`config.mk`:
```
export PLATFORM = sky130hd
export DESIGN_NAME = mux_select_bank
export DESIGN_NICKNAME = d
export VERILOG_FILES = /design/src/rtl/mux_select_bank.sv
export SDC_FILE = /design/constraint.sdc
export NUM_CORES = 1
export LEC_CHECK = 0
export CAP_MARGIN = 25
export CORE_AREA = 5 5 436 438
export CTS_BUF_LIST = sky130_fd_sc_hd__clkbuf_16
export DETAILED_ROUTE_END_ITERATION = 10
export DIE_AREA = 0 0 441 443
export GPL_TIMING_DRIVEN = 0
export SETUP_SLACK_MARGIN = 0.15
export SLEW_MARGIN = 15
export SYNTH_ARGS = -nofsm -noshare
export SYNTH_HDL_FRONTEND = slang
export SYNTH_SLANG_ARGS = --single-unit
```
`constraint.sdc`:
```
create_clock -name clk -period 1.64 [get_ports clk]
set_input_delay 0.246 -clock clk [delete_from_list [all_inputs] [get_ports clk]]
set_output_delay 0.246 -clock clk [all_outputs]
set_load 0.01 [all_outputs]
```
`src/rtl/mux_select_bank.sv`:
```
// Registered 2:1, 16:1 and 32:1 selections from one shared 32-entry input bus.
// Latency: one clk cycle from s/in* sampled at an ena edge to out2/out16/out32.
// Backpressure: none; ena=0 holds all three outputs, rst clears them and overrides ena.
module mux_select_bank #(
    parameter int N = 32
) (
    input  logic         clk,
    input  logic         rst,
    input  logic         ena,
    input  logic [4:0]   s,
    input  logic [N-1:0] in0,
    input  logic [N-1:0] in1,
    input  logic [N-1:0] in2,
    input  logic [N-1:0] in3,
    input  logic [N-1:0] in4,
    input  logic [N-1:0] in5,
    input  logic [N-1:0] in6,
    input  logic [N-1:0] in7,
    input  logic [N-1:0] in8,
    input  logic [N-1:0] in9,
    input  logic [N-1:0] in10,
    input  logic [N-1:0] in11,
    input  logic [N-1:0] in12,
    input  logic [N-1:0] in13,
    input  logic [N-1:0] in14,
    input  logic [N-1:0] in15,
    input  logic [N-1:0] in16,
    input  logic [N-1:0] in17,
    input  logic [N-1:0] in18,
    input  logic [N-1:0] in19,
    input  logic [N-1:0] in20,
    input  logic [N-1:0] in21,
    input  logic [N-1:0] in22,
    input  logic [N-1:0] in23,
    input  logic [N-1:0] in24,
    input  logic [N-1:0] in25,
    input  logic [N-1:0] in26,
    input  logic [N-1:0] in27,
    input  logic [N-1:0] in28,
    input  logic [N-1:0] in29,
    input  logic [N-1:0] in30,
    input  logic [N-1:0] in31,
    output logic [N-1:0] out2,
    output logic [N-1:0] out16,
    output logic [N-1:0] out32
);

    // Gather the flat ports into an array so the tree can be built with loops.
    logic [N-1:0] din [32];

    assign din[0]  = in0;   assign din[1]  = in1;   assign din[2]  = in2;   assign din[3]  = in3;
    assign din[4]  = in4;   assign din[5]  = in5;   assign din[6]  = in6;   assign din[7]  = in7;
    assign din[8]  = in8;   assign din[9]  = in9;   assign din[10] = in10;  assign din[11] = in11;
    assign din[12] = in12;  assign din[13] = in13;  assign din[14] = in14;  assign din[15] = in15;
    assign din[16] = in16;  assign din[17] = in17;  assign din[18] = in18;  assign din[19] = in19;
    assign din[20] = in20;  assign din[21] = in21;  assign din[22] = in22;  assign din[23] = in23;
    assign din[24] = in24;  assign din[25] = in25;  assign din[26] = in26;  assign din[27] = in27;
    assign din[28] = in28;  assign din[29] = in29;  assign din[30] = in30;  assign din[31] = in31;

    // Binary tree of 2:1 stages, one select bit per level.
    // lvl1[k] picks from pair k with s[0]; lvl4[0] covers in0..in15, lvl4[1] covers in16..in31.
    logic [N-1:0] lvl1 [16];
    logic [N-1:0] lvl2 [8];
    logic [N-1:0] lvl3 [4];
    logic [N-1:0] lvl4 [2];
    logic [N-1:0] sel32;

    genvar k;
    generate
        for (k = 0; k < 16; k++) begin : g_lvl1
            assign lvl1[k] = s[0] ? din[2*k+1] : din[2*k];
        end
        for (k = 0; k < 8; k++) begin : g_lvl2
            assign lvl2[k] = s[1] ? lvl1[2*k+1] : lvl1[2*k];
        end
        for (k = 0; k < 4; k++) begin : g_lvl3
            assign lvl3[k] = s[2] ? lvl2[2*k+1] : lvl2[2*k];
        end
        for (k = 0; k < 2; k++) begin : g_lvl4
            assign lvl4[k] = s[3] ? lvl3[2*k+1] : lvl3[2*k];
        end
    endgenerate

    // Top bit chooses between the lower and upper 16:1 halves.
    assign sel32 = s[4] ? lvl4[1] : lvl4[0];

    // Output registers: reset wins, otherwise load on ena, else hold.
    always_ff @(posedge clk) begin
        if (rst) begin
            out2  <= '0;
            out16 <= '0;
            out32 <= '0;
        end else if (ena) begin
            out2  <= lvl1[0];
            out16 <= lvl4[0];
            out32 <= sel32;
        end
    end

endmodule

```
==> run_results.csv <==
group,metric,value,unit
critical_path,crit_buf_inv,6,
global_routing,grtUsageMet3,0.05930,
clock_tree,cts_buffer_depth,2,
power_and_ir_drop,p_total,0.01515,W
die,die_h,443,um
synthesis,synthXorXnorAreaFrac,0,
route,viasPerCell,3.652,
synthesis,synth_most_common_cell,"mux2i_1",
global_routing,grt_antenna_before_repair,125,
sta,slew_viol_final,0,
synthesis,async_reset_ff_frac,0,
placement,place_ws,-2192,ps
layout,area_growth,151.2,%
synthesis,netlist_area,12210,um2
critical_path,critical_path_arrival,2160,ps
sta,fin_ws,-155.3,ps
sta,fin_skew,0,ps
synthesis,synth_seq_area_share,0.1574,
synthesis,avgSynthCellArea,10.24,um2
layout,fin_util,0.1647,
sta,min_period,1795,ps
synthesis,synth_top_family_by_area,"multiplexers",
sta,slew_headroom,0.3833,
critical_path,cp_max_fo,10,
clock_tree,clkLatencyLatePin,450,ps
layout,layout.nets,3466,
outcome,status,"finished, violations left",
route,wl_per_cell,40.46,um
route,drtIter0Drc,2035,
route,routed_wl,200.7,mm
critical_path,crit_chain,"buf_12 -> buf_16 -> buf_16 -> buf_12 -> buf_16 -> buf_12 -> mux2i_1 -> a22oi_2 -> o211ai_1 -> a32oi_1",
synthesis,yosys_warnings,0,
die,die-area,195400,um2
worst_hold_path,hold_path.class,"input port to register",
synthesis,synth-simple-area-share,0.09397,
synthesis,ys_top_cells_by_count,"mux2i_1, mux4_2, nor2_1",
sta,holdWs,400.7,ps
synthesis,yosysUniqueCellTypes,28,
die,initial_core_util,0.06557,
sta,worst_pin_slew,925.0,ps
critical_path,end_kind,"register",
synthesis,synth_edf_count,0,
critical_path,crit_type,"input port to register",
critical_path,crit_family,"buffers and inverters",
sta,rsz0062_at_grt,"true",
synthesis,syn-num-nets,2224,
die,ioPinCount,1128,
route,first_pass_iters,6,
global_routing,use_met2,0.3547,
die,die_x,441,um
sta,fmax,557.0,MHz
flow_run,cap_viol_max_count,0,
critical_path,slowest_stage,"a22oi_2",
critical_path,startpoint_type,"input port",
sta,setup_violations,56,
placement,io_buffers,1123,
clock_tree,cts_tree,"done",
global_routing,top_usage_layer,"met2",
route,dr_total_vias,18123,
clock_tree,cts_hold_buffers,0,
synthesis,synth_compound_area_frac,0.1873,
critical_path,worstPathRequired,2000,ps
die,core,186200,um2
clock_tree,clk_pin_slew,110,ps
placement,post-dp-hpwl,175.7,mm
global_routing,globalRouteTotalUtil,0.1960,
clock_tree,numCtsBuffers,9,
synthesis,yosys.area_share.adder,0,
synthesis,synth_mux_area_frac,0.4899,
synthesis,synthCells,1192,
clock_tree,htree_levels,3,
global_routing,grt_max_degree,18,
route,ant_nets,0,
layout,layout-drive-gt1-share,0.2686,
die,row_count,159,
synthesis,synth_top_area_cell,"mux4_2",
synthesis,synth_top_area_frac,0.2951,
route,drcViolationCount,0,
global_routing,use_met1,0.2259,
synthesis,synth_area_leaders,"mux4_2, mux2i_1, dfxtp_1, a211oi_1, a22oi_1",
synthesis,ys_ff_latch,96,
global_routing,grt_pass1_vias,18537,
clock_tree,clock_sinks,96,
global_routing,globalRouteOverflowTotal,0,
clock_tree,cts-root-buf,"clkbuf_16",
sta,post-route-period-util,1.095,
power_and_ir_drop,power.leakage,10.90,nW
sta,hold_viol,0,
placement,gp_congestion,0.9644,
outcome,failed_checks,"setup timing",
power_and_ir_drop,max-vdd-ir-drop,0.6350,mV
power_and_ir_drop,p_per_area,494.2,nW/um2
global_routing,grt_pass1_wl,238.4,mm
critical_path,max_stage_delay,410,ps
synthesis,synthFlopType,"dfxtp_1",
==> final timing paths <==
path	startpoint	endpoint	slack, ps	cells past startpoint
min	in1[16]	out2[16]	400	3
max reg2reg	out32[9]	out32[9]	0	4
min reg2reg	out2[15]	out2[15]	490	2
max	s[0]	out32[19]	-160	10
==> worst register-to-register path, stage by stage, from the launching register on <==
cell	delay, ps
dfxtp_1	340
nor2_1	570
a211oi_1	110
nand3_1	330
a32oi_1	160
==> state kept, by name, indices dropped and copies added, names as in the netlist <==
register	flops
out16	32
out2	32
out32	32
==> cells in the final DEF (no fill, tap or decap), drive strengths merged, types with 12 or more instances in the layout <==
master,Yosys,routed
o21ai,32,32
clkbuf,66,76
mux4,160,160
a32oi,32,32
dlygate4sd2,0,80
mux2,12,12
mux2i,224,224
buf,75,193
nand2b,34,34
diode,0,28
dfxtp,96,96
a21oi,13,13
clkdlybuf4s15,0,43
nand3,44,44
a22o,52,52
a211oi,76,76
nor2,131,131
a22oi,64,64
o211ai,20,20
o22ai,20,20
clkdlybuf4s50,0,985
nand2,32,32
==> routing by layer <==
metal | share of wire | vias up
li1 | - | 7388
met1 | 0.37 | 9244
met2 | 0.51 | 1178
met3 | 0.091 | 239
met4 | 0.023 | 74
met5 | 0.0024 | -
==> metrics by stage <==
stage / instance area [um2] / cells / TNS (ps)
6_report: 30670 / 4962 / -4137
5_1_grt: 30630 / 4947 / -4073
4_1_cts: 30190 / 4919 / -2689
3_3_place_gp: 26770 / 4810 / -166320
2_1_floorplan: 12410 / 1192 / -3.295
3_5_place_dp: 26920 / 4819 / -147860
==> power breakdown <==
group | total (W) | switching [W] | internal, W | leakage, nW
registers | 0.00276 | 0.000185 | 0.00258 | 0.799
logic | 0.00969 | 0.00478 | 0.00492 | 9.96
clock network | 0.00270 | 0.00149 | 0.00121 | 0.142
==> repair_timing <==
item	4_1_cts	5_1_grt
hold endpoints to repair	0	0
setup endpoints to repair	192	92
pin swaps	75	66
buffers inserted	80	12
cloned	5	3
resized for setup	696	52
==> kinds of logic (layout without fill, tap and decap cells) <==
logic type | count (synthesis) | in the layout
multiplexers | 396 | 396
AO/OA/AOI/OAI | 309 | 309
AND/OR/NAND/NOR | 250 | 250
buffers and inverters | 141 | 1388
flip-flops | 96 | 96
other | 0 | 28
==> area by class of cell <==
cell class	instances	area, um2
buffer	140	1765
sequential	96	1924
fill	20787	155500
clock buffer	9	225.2
timing repair buffer	1232	12730
multi-input combinational	955	10750
clock inverter	7	77.57
tap	2495	3122
antenna	28	70.07
(Power assumes the default switching activity.)
